[src/rtl/sam_pkg.sv]
// Shared types and defaults for the SAM memory-port arbiter.
package sam_pkg;

    localparam int unsigned ADDR_W_DEF = 16;
    localparam int unsigned DATA_W_DEF = 16;

    localparam logic RW_READ  = 1'b1;
    localparam logic RW_WRITE = 1'b0;

    typedef enum logic [1:0] {
        IDLE  = 2'd0,
        ISSUE = 2'd1,
        BUSY  = 2'd2,
        DONE  = 2'd3
    } state_e;

    typedef enum logic {
        REQ_F = 1'b0,
        REQ_D = 1'b1
    } req_id_e;

    function automatic req_id_e other_id(input req_id_e id);
        return (id == REQ_F) ? REQ_D : REQ_F;
    endfunction

endpackage

[src/rtl/sam_rr_arb2.sv]
// Combinational two-way round-robin grant between fetch (F) and data (D).
// On a tie the requester that did not win last time is granted.
module sam_rr_arb2
    import sam_pkg::*;
(
    input  logic    f_req_i,
    input  logic    d_req_i,
    input  req_id_e last_grant_i,
    output logic    gnt_vld_c_o,
    output req_id_e gnt_id_c_o
);

    always_comb begin
        gnt_vld_c_o = f_req_i | d_req_i;
        gnt_id_c_o  = REQ_F;
        if (f_req_i && d_req_i) begin
            gnt_id_c_o = other_id(last_grant_i);
        end else if (d_req_i) begin
            gnt_id_c_o = REQ_D;
        end
    end

endmodule

[src/rtl/sam_mem_arbiter.sv]
// Arbitrates the single SAM memory port between fetch and data requesters.
// Optional BUSY timeout abort is enabled by defining MEM_TIMEOUT_EN.
module sam_mem_arbiter
    import sam_pkg::*;
#(
    parameter int unsigned ADDR_W = ADDR_W_DEF,
    parameter int unsigned DATA_W = DATA_W_DEF
`ifdef MEM_TIMEOUT_EN
    ,
    parameter int unsigned TIMEOUT_CYCLES = 15
`endif
) (
    input  logic              clk,
    input  logic              rst_n,
    input  logic              f_req,
    input  logic [ADDR_W-1:0] f_addr,
    output logic [DATA_W-1:0] f_rdata,
    output logic              f_done,
    output logic              f_err,
    input  logic              d_req,
    input  logic              d_rw,
    input  logic [ADDR_W-1:0] d_addr,
    input  logic [DATA_W-1:0] d_wdata,
    output logic [DATA_W-1:0] d_rdata,
    output logic              d_done,
    output logic              d_err,
    output logic [ADDR_W-1:0] mem_addr,
    output logic              mem_req,
    output logic              mem_rw,
    output logic [DATA_W-1:0] mem_wdata,
    input  logic [DATA_W-1:0] mem_rdata,
    input  logic              mem_wait
);

    state_e            state_q, state_d;
    req_id_e           last_grant_q, last_grant_d;
    req_id_e           winner_q, winner_d;
    logic              mem_req_q, mem_req_d;
    logic              mem_rw_q, mem_rw_d;
    logic [ADDR_W-1:0] mem_addr_q, mem_addr_d;
    logic [DATA_W-1:0] mem_wdata_q, mem_wdata_d;
    logic [DATA_W-1:0] f_rdata_q, f_rdata_d;
    logic [DATA_W-1:0] d_rdata_q, d_rdata_d;
    logic              f_done_q, f_done_d;
    logic              d_done_q, d_done_d;
    logic              gnt_vld_c;
    req_id_e           gnt_id_c;
    logic              timeout_c;
    logic              finish_c;

    sam_rr_arb2 u_arb (
        .f_req_i      (f_req),
        .d_req_i      (d_req),
        .last_grant_i (last_grant_q),
        .gnt_vld_c_o  (gnt_vld_c),
        .gnt_id_c_o   (gnt_id_c)
    );

    // BUSY ends on a ready memory or an expired timeout.
    assign finish_c = (state_q == BUSY) && (!mem_wait || timeout_c);

    always_ff @(posedge clk or negedge rst_n) begin
        if (!rst_n) begin
            state_q <= IDLE;
        end else begin
            state_q <= state_d;
        end
    end

    always_comb begin
        state_d = state_q;
        case (state_q)
            IDLE:    if (gnt_vld_c) state_d = ISSUE;
            ISSUE:   state_d = BUSY;
            BUSY:    if (finish_c) state_d = DONE;
            DONE:    state_d = IDLE;
            default: state_d = IDLE;
        endcase
    end

    always_comb begin
        last_grant_d = last_grant_q;
        winner_d     = winner_q;
        mem_req_d    = mem_req_q;
        mem_rw_d     = mem_rw_q;
        mem_addr_d   = mem_addr_q;
        mem_wdata_d  = mem_wdata_q;
        f_rdata_d    = f_rdata_q;
        d_rdata_d    = d_rdata_q;
        f_done_d     = 1'b0;
        d_done_d     = 1'b0;
        if (state_q == IDLE && gnt_vld_c) begin
            mem_req_d    = 1'b1;
            winner_d     = gnt_id_c;
            last_grant_d = gnt_id_c;
            if (gnt_id_c == REQ_F) begin
                mem_addr_d  = f_addr;
                mem_rw_d    = RW_READ;
                mem_wdata_d = '0;
            end else begin
                mem_addr_d  = d_addr;
                mem_rw_d    = d_rw ? RW_READ : RW_WRITE;
                mem_wdata_d = d_wdata;
            end
        end
        // Read data is captured on the same edge that launches DONE.
        if (finish_c) begin
            mem_req_d = 1'b0;
            if (winner_q == REQ_F) begin
                f_done_d = 1'b1;
                if (timeout_c)                   f_rdata_d = '0;
                else if (mem_rw_q == RW_READ)    f_rdata_d = mem_rdata;
            end else begin
                d_done_d = 1'b1;
                if (timeout_c)                   d_rdata_d = '0;
                else if (mem_rw_q == RW_READ)    d_rdata_d = mem_rdata;
            end
        end
    end

    always_ff @(posedge clk or negedge rst_n) begin
        if (!rst_n) begin
            last_grant_q <= REQ_D;
            winner_q     <= REQ_F;
            mem_req_q    <= 1'b0;
            mem_rw_q     <= 1'b0;
            mem_addr_q   <= '0;
            mem_wdata_q  <= '0;
            f_rdata_q    <= '0;
            d_rdata_q    <= '0;
            f_done_q     <= 1'b0;
            d_done_q     <= 1'b0;
        end else begin
            last_grant_q <= last_grant_d;
            winner_q     <= winner_d;
            mem_req_q    <= mem_req_d;
            mem_rw_q     <= mem_rw_d;
            mem_addr_q   <= mem_addr_d;
            mem_wdata_q  <= mem_wdata_d;
            f_rdata_q    <= f_rdata_d;
            d_rdata_q    <= d_rdata_d;
            f_done_q     <= f_done_d;
            d_done_q     <= d_done_d;
        end
    end

`ifdef MEM_TIMEOUT_EN
    localparam int unsigned CNT_W = $clog2(TIMEOUT_CYCLES + 1);

    logic [CNT_W-1:0] cnt_q, cnt_d;
    logic             f_err_q, f_err_d;
    logic             d_err_q, d_err_d;

    // Counter reaches TIMEOUT_CYCLES on the edge that aborts.
    assign timeout_c = (state_q == BUSY) && mem_wait &&
                       (cnt_q == CNT_W'(TIMEOUT_CYCLES - 1));

    always_comb begin
        cnt_d   = cnt_q;
        f_err_d = 1'b0;
        d_err_d = 1'b0;
        if (state_q == ISSUE) begin
            cnt_d = '0;
        end else if (state_q == BUSY && mem_wait) begin
            cnt_d = cnt_q + CNT_W'(1);
        end
        if (timeout_c) begin
            f_err_d = (winner_q == REQ_F);
            d_err_d = (winner_q == REQ_D);
        end
    end

    always_ff @(posedge clk or negedge rst_n) begin
        if (!rst_n) begin
            cnt_q   <= '0;
            f_err_q <= 1'b0;
            d_err_q <= 1'b0;
        end else begin
            cnt_q   <= cnt_d;
            f_err_q <= f_err_d;
            d_err_q <= d_err_d;
        end
    end

    assign f_err = f_err_q;
    assign d_err = d_err_q;
`else
    assign timeout_c = 1'b0;
    assign f_err     = 1'b0;
    assign d_err     = 1'b0;
`endif

    assign mem_req   = mem_req_q;
    assign mem_rw    = mem_rw_q;
    assign mem_addr  = mem_addr_q;
    assign mem_wdata = mem_wdata_q;
    assign f_rdata   = f_rdata_q;
    assign d_rdata   = d_rdata_q;
    assign f_done    = f_done_q;
    assign d_done    = d_done_q;

endmodule

[config.mk]
export PLATFORM = sky130hd
export DESIGN_NAME = sam_mem_arbiter
export DESIGN_NICKNAME = d
export VERILOG_FILES = /design/src/rtl/sam_pkg.sv /design/src/rtl/sam_rr_arb2.sv /design/src/rtl/sam_mem_arbiter.sv
export SDC_FILE = /design/constraint.sdc
export NUM_CORES = 1
export LEC_CHECK = 0
export ABC_AREA = 1
export BUFFER_PORTS_ARGS = -buffer_cell sky130_fd_sc_hd__buf_4
export CORE_AREA = 10 10 98 100
export CTS_CLUSTER_DIAMETER = 40
export CTS_CLUSTER_SIZE = 10
export DETAILED_ROUTE_END_ITERATION = 8
export DIE_AREA = 0 0 108 110
export MAX_ROUTING_LAYER = met4
export PLACE_DENSITY = 0.72
export SETUP_SLACK_MARGIN = 0.4
export SYNTH_ARGS = -nofsm -noshare
export SYNTH_HDL_FRONTEND = slang
export SYNTH_HIERARCHICAL = 1
export SYNTH_SLANG_ARGS = --single-unit
[constraint.sdc]
create_clock -name clk -period 1.27 [get_ports clk]
set_input_delay 0.0635 -clock clk [delete_from_list [all_inputs] [get_ports clk]]
set_output_delay 0.0635 -clock clk [all_outputs]
set_load 0.02 [all_outputs]
==> flow_summary.toml <==
[worst_setup_path]
ff2ff_path_depth = 7
worst_ep_required_time_ps = 1500
cp-end-kind = "register"
critical_path_class = "register to register"
critical_path.max_fanout = 16
crit_start = "state_q[1]"
crit_path_end = "d_rdata[12]"
r2r_end = "d_rdata[12]"
rr_startpoint = "state_q[1]"
start_kind = "register"
r2r_setup_slack_ps = -5
cp.arrival_ps = 1510

[sta]
fin_crit_sh_pct = 100
setup_ws_ps = -5.33
hold_slack_ps = 2.65
hold_viol_final = 0
slew_violations = 0
timing.setup.tns_ps = -5.33
fmax_mhz = 784
final.min_clock_period_ps = 1280
skew_ps = 7.83
grt_setup_unrepaired = "yes"
final-setup-viol-count = 1

[power]
leakagePower_nw = 3.24
ir_worst_vdd_v = 0.00112
finalPower_mw = 13.9
power_density_nw_per_um2 = 2390

[routing]
drt_pass1_iterations = 4
via_per_inst = 4.69
vias = 3388
ant_nets = 0
drc = 0
drtIter0Drc = 149
post_drt_wl_per_cell_um = 16.3
wirelength_um = 11800

[hold_path]
min_from = "f_addr[5]"
holdCritPathClass = "input pin to register"
hold_depth = 5

[logic_synthesis]
yosysWarningCount = 6
syn_avg_cell_area_um2 = 8.32
syn_inst = 374
synthTopCellsByArea = "dfrtp_1 57%, nand2_1 28%, nand3_1 2.9%, buf_4 1.4%, buf_6 1.4%"
yosysMostFrequentCell = "nand2_1"
yosysUniqueCellTypes = 22
synth_edf_count = 0
yosysSeqAreaShare_pct = 58.0
synth.top_cell.area_share_pct = 57.1
ys_seq_elements = 72
synth_area_um2 = 3110
yosysTopAreaCell = "dfrtp_1"
synthArstFlopShare_pct = 100
synthFlopType = "dfrtp_1"
ys_top_cells_by_count = "233 x nand2_1, 71 x dfrtp_1, 18 x nand3_1"

[global_route]
antenna_found_initial = 0
grt_overflow = 0
grt_pass1_vias = 3414
grt_pass1_wl_um = 16900
grt_max_degree = 43
grt.total_usage_pct = 18.4

[finish]
num-nets-final = 688
drive_gt1_share_pct = 41.5
diodes = 0
utilization_pct = 76.3
areaGrowthSynthToFinish_pct = 87.6

[place]
place_congestion = 0.773
dpl.hpwl_um = 7200
port_buffers = 137
preCtsSetupSlack_ps = -73.3

[outcome]
violations = "negative setup slack"
status = "finished, violations left"

[clock_network]
cts_tree = "yes"
path_clk_slew_ps = 80
clockBufferDepth = 2
numCtsBuffers = 9
cts_htree_levels = 3
clock_sinks = 72
worstSkewPairLatency_ps = 340
root_buffer = "clkbuf_8"

[die]
ios = 140
die_y_um = 110
start_util_pct = 40.7
dieArea_um2 = 11900
fp.dieW_um = 108
core_um2 = 7650
core.rowCount = 32

[flow_run]
maxCapViolations = 0
-- kinds of logic after synthesis --
group	count (synthesis)	share of synthesized area [%]
fa+ha+maj	2	0.804
flops	72	58.0
simple gates	264	34.7
other cells	1	0.121
compound gates	5	0.804
buf+inv	30	5.59
-- routing by layer --
| layer | GRT usage (%) | share of wire (%) | vias up |
|---|---|---|---|
| met3 | 5.28 | 6.9 | 21 |
| met1 | 19.8 | 39 | 1601 |
| li1 | - | - | 1608 |
| met4 | 4.48 | 1.9 | 0 |
| met2 | 32.6 | 52 | 158 |
| met5 | - | 0 | - |
-- registers in the layout (all words and copies together), names as in the netlist --
name	flops
d_rdata	16
f_rdata	16
mem_addr	16
mem_wdata	16
state_q	2
d_done	1
f_done	1
last_grant_q	1
mem_req	1
mem_rw	1
winner_q	1
-- placed cells by master (no fill, tap or decap) --
master and n:
inv_2 1, clkinv_2 1, ha_2 1, nand2_1 212, o21ai_2 1, nand2_2 22
bufinv_16 4, inv_1 10, dlygate4sd3_1 44, clkinv_4 1, nand2_4 5, a21oi_2 1
conb_1 2, buf_8 1, nor2_1 2, o21ai_1 3, clkbuf_8 9, nor2_8 1
buf_12 5, inv_6 2, ha_4 1, nand3_1 18, inv_4 1, inv_8 1
buf_6 75, nor2_4 3, dfstp_2 1, buf_4 119, dfrtp_1 71, or2_1 1
clkbuf_16 2
-- worst max-delay path, cell delays in order (launching register included) --
cell and delay [ps]:
dfrtp_1 370, buf_6 110, ha_4 150, inv_4 50, nor2_8 140, nand2_4 150
nand2_1 110, nand2_1 80
-- per-stage QoR --
stage	instance area, um2	instances
final	5840	723
after CTS	5540	698
after detailed placement	4340	612
after global routing	5840	723
after floorplan	3170	375
after global placement	4340	612
-- cell type report --
type	instances	area, um2
Clock inverter	7	143
Inverter	14	67.6
Clock buffer	9	124
Timing Repair Buffer	246	2340
Fill cell	488	1810
Multi-Input combinational cell	273	1230
Sequential cell	72	1800
Tap cell	102	128
-- worst min path at each step --
stage	slack [ps]	to
after global routing	10	mem_addr[14]
after CTS	0.4	mem_addr[14]
after detailed placement	-50	d_rdata[0]
after global placement	-60	d_rdata[0]
final	3	mem_addr[5]
after floorplan	-230	d_done
-- power by group --
group | total, mW | switching, mW | internal [mW]
Combinational | 7.37 | 3.63 | 3.75
Clock | 2.41 | 0.899 | 1.51
Sequential | 4.14 | 0.815 | 3.32
Total | 13.9 | 5.34 | 8.58
-- timing repair --
action                                  in CTS  in global routing
endpoints found under the setup margin     140                140
hold endpoints to repair                   129                  0
pin swaps                                    2                  9
gates cloned                                 0                  2
buffers inserted                            26                 23
resized for setup                           78                 26
hold buffers                                44                  0
No activity file was read; power rests on OpenSTA's default activity.
